<file path="src/rtl/mul_sched.sv">
// Issue controller wrapping a pipelined 32x32 multiplier: credit-based accept, MULHSU correction, in-order response FIFO.
// Optional build macro MUL_SCHED_BYPASS_EN forwards a completion straight to the response port when the FIFO is empty.
module mul_sched #(
    parameter int TAG_W      = 4,
    parameter int FIFO_DEPTH = 4,
    parameter int MUL_LAT    = 4
) (
    input  logic             clk,
    input  logic             rstn,
    input  logic             flush,
    input  logic             req_valid,
    output logic             req_ready,
    input  logic [2:0]       req_funct3,
    input  logic [TAG_W-1:0] req_tag,
    input  logic [31:0]      req_s,
    input  logic [31:0]      req_t,
    output logic             resp_valid,
    input  logic             resp_ready,
    output logic [TAG_W-1:0] resp_tag,
    output logic [31:0]      resp_data,
    output logic             busy
);

    localparam int AW = $clog2(FIFO_DEPTH);
    localparam int OW = AW + 1;

    logic [OW-1:0]      outstanding_r;
    logic               accept_s;
    logic               pop_s;
    logic               push_s;
    logic               fifo_pop_s;
    logic               fifo_empty_s;
    logic               cpl_s;
    logic [31:0]        cpl_data_s;
    logic               is_signed_s;
    logic               hi_s;
    logic               msu_s;
    logic [31:0]        corr_s;
    logic               mul_done_s;
    logic [63:0]        mul_d_s;
    logic               unused_funct3_s;

    logic [MUL_LAT-1:0] sb_valid_r;
    logic [MUL_LAT-1:0] sb_hi_r;
    logic [TAG_W-1:0]   sb_tag_r  [MUL_LAT];
    logic [31:0]        sb_corr_r [MUL_LAT];

    logic [TAG_W-1:0]   fifo_tag_r  [FIFO_DEPTH];
    logic [31:0]        fifo_data_r [FIFO_DEPTH];
    logic [OW-1:0]      wr_ptr_r;
    logic [OW-1:0]      rd_ptr_r;

    assign unused_funct3_s = req_funct3[2];
    assign req_ready       = rstn && !flush && (outstanding_r < OW'(FIFO_DEPTH));
    assign accept_s        = req_valid && req_ready;
    assign busy            = (outstanding_r != {OW{1'b0}});

    // Decode the multiply flavour; MULHSU runs unsigned and subtracts rs2 when rs1 is negative.
    always_comb begin
        is_signed_s = 1'b0;
        hi_s        = 1'b1;
        msu_s       = 1'b0;
        case (req_funct3[1:0])
            2'b00:   hi_s = 1'b0;
            2'b01:   is_signed_s = 1'b1;
            2'b10:   msu_s = 1'b1;
            default: hi_s = 1'b1;
        endcase
        if (msu_s && req_s[31]) begin
            corr_s = req_t;
        end else begin
            corr_s = 32'h0000_0000;
        end
    end

    mul #(.LAT(MUL_LAT)) u_mul (
        .clk       (clk),
        .enable    (accept_s),
        .is_signed (is_signed_s),
        .s         (req_s),
        .t         (req_t),
        .completed (mul_done_s),
        .d         (mul_d_s)
    );

    // Sideband valid bits: the only pipeline state that must be reset or flushed.
    always_ff @(posedge clk or negedge rstn) begin
        if (!rstn) begin
            sb_valid_r <= {MUL_LAT{1'b0}};
        end else if (flush) begin
            sb_valid_r <= {MUL_LAT{1'b0}};
        end else begin
            sb_valid_r <= {sb_valid_r[MUL_LAT-2:0], accept_s};
        end
    end

    // Sideband payload travels alongside the multiplier; qualified by sb_valid_r.
    always_ff @(posedge clk) begin
        sb_hi_r      <= {sb_hi_r[MUL_LAT-2:0], hi_s};
        sb_tag_r[0]  <= req_tag;
        sb_corr_r[0] <= corr_s;
        for (int i = 1; i < MUL_LAT; i++) begin
            sb_tag_r[i]  <= sb_tag_r[i-1];
            sb_corr_r[i] <= sb_corr_r[i-1];
        end
    end

    assign cpl_s = sb_valid_r[MUL_LAT-1] && mul_done_s;

    // Select the result half and apply the MULHSU correction.
    always_comb begin
        if (sb_hi_r[MUL_LAT-1]) begin
            cpl_data_s = mul_d_s[63:32] - sb_corr_r[MUL_LAT-1];
        end else begin
            cpl_data_s = mul_d_s[31:0];
        end
    end

    // Response port: FIFO head, or the live completion when bypassing an empty FIFO.
    always_comb begin
        fifo_empty_s = (wr_ptr_r == rd_ptr_r);
        resp_valid   = !fifo_empty_s;
        resp_tag     = fifo_tag_r[rd_ptr_r[AW-1:0]];
        resp_data    = fifo_data_r[rd_ptr_r[AW-1:0]];
        push_s       = cpl_s;
`ifdef MUL_SCHED_BYPASS_EN
        if (fifo_empty_s && cpl_s) begin
            resp_valid = 1'b1;
            resp_tag   = sb_tag_r[MUL_LAT-1];
            resp_data  = cpl_data_s;
            push_s     = !resp_ready;
        end else begin
            push_s     = cpl_s;
        end
`endif
        pop_s      = resp_valid && resp_ready;
        fifo_pop_s = pop_s && !fifo_empty_s;
    end

    // FIFO pointers; credits guarantee a push never meets a full FIFO.
    always_ff @(posedge clk or negedge rstn) begin
        if (!rstn) begin
            wr_ptr_r <= {OW{1'b0}};
            rd_ptr_r <= {OW{1'b0}};
        end else if (flush) begin
            wr_ptr_r <= {OW{1'b0}};
            rd_ptr_r <= {OW{1'b0}};
        end else begin
            if (push_s) begin
                wr_ptr_r <= wr_ptr_r + OW'(1'b1);
            end
            if (fifo_pop_s) begin
                rd_ptr_r <= rd_ptr_r + OW'(1'b1);
            end
        end
    end

    // FIFO storage.
    always_ff @(posedge clk) begin
        if (push_s) begin
            fifo_tag_r[wr_ptr_r[AW-1:0]]  <= sb_tag_r[MUL_LAT-1];
            fifo_data_r[wr_ptr_r[AW-1:0]] <= cpl_data_s;
        end
    end

    // Outstanding credit counter covers both in-flight and buffered results.
    always_ff @(posedge clk or negedge rstn) begin
        if (!rstn) begin
            outstanding_r <= {OW{1'b0}};
        end else if (flush) begin
            outstanding_r <= {OW{1'b0}};
        end else begin
            case ({accept_s, pop_s})
                2'b10:   outstanding_r <= outstanding_r + OW'(1'b1);
                2'b01:   outstanding_r <= outstanding_r - OW'(1'b1);
                default: outstanding_r <= outstanding_r;
            endcase
        end
    end

endmodule

// Non-stallable pipelined multiplier; internals are deliberately unreset.
module mul #(
    parameter int LAT = 4
) (
    input  logic        clk,
    input  logic        enable,
    input  logic        is_signed,
    input  logic [31:0] s,
    input  logic [31:0] t,
    output logic        completed,
    output logic [63:0] d
);

    logic [31:0]    s_r;
    logic [31:0]    t_r;
    logic           sgn_r;
    logic [LAT-1:0] vld_r;
    logic [63:0]    prod_r [LAT-1];
    logic [63:0]    a_s;
    logic [63:0]    b_s;
    logic [63:0]    prod_s;

    // Extend operands to 64 bits so a single multiply covers signed and unsigned.
    always_comb begin
        if (sgn_r) begin
            a_s = {{32{s_r[31]}}, s_r};
            b_s = {{32{t_r[31]}}, t_r};
        end else begin
            a_s = {32'h0000_0000, s_r};
            b_s = {32'h0000_0000, t_r};
        end
        prod_s = a_s * b_s;
    end

    // Operand capture, product and delay stages.
    always_ff @(posedge clk) begin
        s_r       <= s;
        t_r       <= t;
        sgn_r     <= is_signed;
        vld_r     <= {vld_r[LAT-2:0], enable};
        prod_r[0] <= prod_s;
        for (int i = 1; i < LAT - 1; i++) begin
            prod_r[i] <= prod_r[i-1];
        end
    end

    assign completed = vld_r[LAT-1];
    assign d         = prod_r[LAT-2];

endmodule
</file>
<file path="config.mk">
export PLATFORM = sky130hd
export DESIGN_NAME = mul_sched
export DESIGN_NICKNAME = d
export VERILOG_FILES = /design/src/rtl/mul_sched.sv
export SDC_FILE = /design/constraint.sdc
export NUM_CORES = 2
export LEC_CHECK = 0
export ABC_AREA = 1
export BUFFER_PORTS_ARGS = -buffer_cell sky130_fd_sc_hd__buf_2
export CORE_MARGIN = 8
export CORE_UTILIZATION = 60
export DETAILED_ROUTE_END_ITERATION = 12
export PLACE_DENSITY = 0.89
export SYNTH_ARGS = -nofsm -noshare
export SYNTH_HDL_FRONTEND = slang
export SYNTH_SLANG_ARGS = --single-unit
export TNS_END_PERCENT = 1
</file>
<file path="constraint.sdc">
create_clock -name clk -period 10.84 [get_ports clk]
set_input_delay 2.168 -clock clk [delete_from_list [all_inputs] [get_ports clk]]
set_output_delay 2.168 -clock clk [all_outputs]
set_load 0.005 [all_outputs]
</file>
==> flow_results.org <==
** Status
- The run finished with clean final reports.

** Routing
- Using the TritonRoute via totals, the vias-per-cell ratio works out to 5.39.
- For this block, the via count after detailed routing is 48500.
- Drt first pass iters :: 6
- Detailed Route Iter0 Violations :: 4413
- For this block, the routed nets add up to 187 mm of wire.
- Number of remaining DRC errors :: 0
- Detailed-route wire length per cell :: 20.7 um
- The detail route stage leaves a number of antenna-violating nets equal to 0.

** GRT
- In the global route stage, met3 resource usage came out at 0.0733.
- Antenna violations before repair :: 6
- The first global-routing pass estimated 295 mm of wire.
- Vias in the first global route :: 54800
- GR Util met2 :: 0.523
- After global routing the overflow that remains totals 0.
- Busiest grt layer :: met2
- For this run, global-route usage on met1 was measured as 0.369.
- Entering global routing, the biggest net connects 76 pins.
- In the global route stage, overall resource usage came out at 0.313.

** Critical path
- The cell that appears most often on the critical path is sky130_fd_sc_hd__fa_1.
- In this design, the largest share of critical-path delay is due to adder cells.
- The critical path contains buffers and inverters numbering 9 combined.
- Worst setup path startpoint :: u_mul.t_r[2]$_DFF_P_
- Endpoint class of the critical path :: flip-flop
- The startpoint identified for the worst register-to-register timing path is u_mul.t_r[2]$_DFF_P_.
- STA puts the critical path data required time at 11410 ps.
- Data on the critical path arrives at its endpoint at 10110 ps.
- Largest stage delay on the critical path :: 980 ps
- On the critical path, the stage with the largest delay is an instance of sky130_fd_sc_hd__dfxtp_1.
- Critical path launch point type :: flip-flop
- Of all nets on the critical path, the largest fanout is 20.
- Class of the most critical setup path :: flip-flop to flip-flop

** Logic synthesis
- Averaged over all synthesized cells, the footprint is 8.91 sq um.
- The number of nets handed over by synthesis was 9332.
- Library cell with the highest instance count after synthesis :: sky130_fd_sc_hd__inv_1
- Synthesis handed over a netlist of 7486 instances.
- Cell types occupying the most area after synthesis :: sky130_fd_sc_hd__fa_1, sky130_fd_sc_hd__inv_1, sky130_fd_sc_hd__dfxtp_1
- The share of the Yosys chip area taken by registers is 0.192.
- Number of warning messages in the yosys log :: 0
- Async set-reset flop share out of synthesis :: 0.0230
- Mapped Area :: 0.0667 sq mm
- Number of flops mapped to enable cells by yosys :: 144
- Summed over all instances, the cell type with the most area after synthesis is sky130_fd_sc_hd__fa_1.
- Counting instances in the post-synthesis netlist gives the leading cell types as sky130_fd_sc_hd__inv_1, sky130_fd_sc_hd__nand2_1, sky130_fd_sc_hd__fa_1.
- The share of synthesized area in the top cell type comes to 0.426.
- Number of unique standard cell types used by synthesis :: 53
- Top FF cell, synth :: sky130_fd_sc_hd__dfxtp_1
- Counting flops and latches in the post-synthesis netlist gives 566.

** STA
- Setup repair after global routing left no endpoint under its margin.
- Slew Limit Headroom :: 0.0512
- Dividing the final minimum period by the clock period gives 0.880.
- The number of hold violations in the final report is 0.
- Final hold slack :: 309 ps
- In the final timing run, aggregate negative setup slack is 0 ps.
- The routed design could run at a clock period as short as 9540 ps.
- Max Transition Viols Final :: 0
- Top achievable clock speed :: 0.105 GHz
- Once routing completed, OpenROAD measured the worst setup slack at 1300 ps.
- Transition time at the pin with the least slew margin :: 1420 ps
- Final Skew :: 58.2 ps
- Setup violations remaining at the end of the flow were counted as 0.

** Clocking
- Count of instances resized after the clock tree is built :: 0
- Clock tree synthesis found a total of 566 sinks.
- Cell at the root of the clock tree :: sky130_fd_sc_hd__clkbuf_16
- Clock Latency Late Sink :: 680 ps
- TritonCTS built the clock tree.
- Clock-pin slew was measured on the worst setup and hold paths at 70 ps.
- Post-CTS Setup Bufs :: 0
- Hold-fix buffers, CTS :: 0
- The number of clock buffers added by TritonCTS is 56.
- Bufs on Longest Clock Path :: 3
- Deepest level of the CTS H-tree :: 2

** Die
- Count of standard-cell rows :: 122
- The die covers 0.122 sq mm.
- Pin placement for this block handled 115 I/O pins.
- The die is 349 um wide.
- The region available for standard cell placement spans 0.111 sq mm.
- The initial utilization of the core area, before any placement, comes to 0.604.
- Y dimension of the die :: 349 um

** Finish
- In the final layout, the multi-input gates occupy 0.0440 sq mm.
- With fillers left out, the area of the finished cells amounts to 0.0708 sq mm.
- Number of filler instances in the final layout :: 8450
- NumNets Final :: 9304
- Registers take 0.0128 sq mm.
- The area growth from synthesis to layout is 6.07%.
- Of the cells placed in the final design, the portion with a size suffix greater than 1 is 0.0526.

** Placement
- The count of buffers added on input and output ports is 113.
- Placed Area :: 0.0688 sq mm
- The congestion estimate from routability-driven global placement came to 0.998.
- Dpl hpwl :: 155 mm
- OpenSTA, run right after detailed placement, puts the worst setup slack at 1420 ps.

** Min path
- The tightest min-delay check is of the flip-flop to flip-flop type.
- The startpoint identified for the worst hold timing path is sb_corr_r[0][7]$_SDFF_PN0_.

** Job
- Max-cap violations in this run came to 0.
==> layout by cell type (no fill, tap or decap), types with 20 or more instances in the layout <==
cell,n
sky130_fd_sc_hd__inv_1,2332
sky130_fd_sc_hd__nand2_1,1472
sky130_fd_sc_hd__fa_1,1421
sky130_fd_sc_hd__dfxtp_1,405
sky130_fd_sc_hd__ha_1,349
sky130_fd_sc_hd__nor2_1,342
sky130_fd_sc_hd__o21ai_0,148
sky130_fd_sc_hd__edfxtp_1,144
sky130_fd_sc_hd__a21oi_1,116
sky130_fd_sc_hd__buf_2,113
sky130_fd_sc_hd__nand3_1,92
sky130_fd_sc_hd__buf_4,92
sky130_fd_sc_hd__xor2_1,61
sky130_fd_sc_hd__clkbuf_16,58
sky130_fd_sc_hd__o22ai_1,37
sky130_fd_sc_hd__xnor2_1,27
sky130_fd_sc_hd__a31oi_1,21
sky130_fd_sc_hd__nand4_1,21
sky130_fd_sc_hd__o21bai_1,20
==> cells by family after synthesis <==
group                      after synthesis  synth area share
adders and majority gates             1770             0.492
and+or+nand+nor                       2013             0.120
buffers and inverters                 2639             0.149
DFF                                    566             0.192
xor gates and xnor gates                88            0.0116
AOI/OAI and AO/OA                      410            0.0355
==> state kept, by name, summed over array words and instances (netlist names) <==
name,count
wr_ptr_r,3
rd_ptr_r,3
u_mul.t_r,32
u_mul.sgn_r,1
sb_corr_r,128
fifo_tag_r,16
u_mul.prod_r,192
sb_valid_r,4
fifo_data_r,128
u_mul.vld_r,4
outstanding_r,3
sb_tag_r,16
u_mul.s_r,32
sb_hi_r,4
==> through the flow <==
step | std cells | util
CTS | 8993 | 0.640
global placement | 8888 | 0.623
global route | 8994 | 0.640
floorplan | 7486 | -
finish | 8997 | 0.640
detailed placement | 8888 | 0.623
==> worst paths after layout <==
kind,end,slack [ps],depth (start not counted)
max in group asynchronous,rd_ptr_r[0]$_DFFE_PN0P_,9200,1
hold reg to reg,sb_corr_r[1][7]$_DFF_P_,310,0
setup reg to reg,u_mul.prod_r[0][56]$_DFF_P_,1300,29
min in group asynchronous,rd_ptr_r[1]$_DFFE_PN0P_,1400,1
hold / removal,sb_corr_r[1][7]$_DFF_P_,310,0
setup / recovery,u_mul.prod_r[0][56]$_DFF_P_,1300,29
==> final cells by class <==
class                           count  share of cell area
Clock buffer                       75              0.0230
Multi-Input combinational cell   4281               0.622
Inverter                         2346               0.125
Clock inverter                     30             0.00458
Timing Repair Buffer              207              0.0183
Tap cell                         1488              0.0263
Sequential cell                   566               0.181
Antenna cell                        4            0.000141
==> per-layer routing <==
layer / wire, um / vias up
li1: - / 21000
met1: 65400 / 23800
met2: 88200 / 2747
met3: 19600 / 850
met4: 13300 / 4
met5: 26 / -
Power is not shown: default switching activity piles up to over one toggle a cycle in this logic, so the estimate is an artifact.
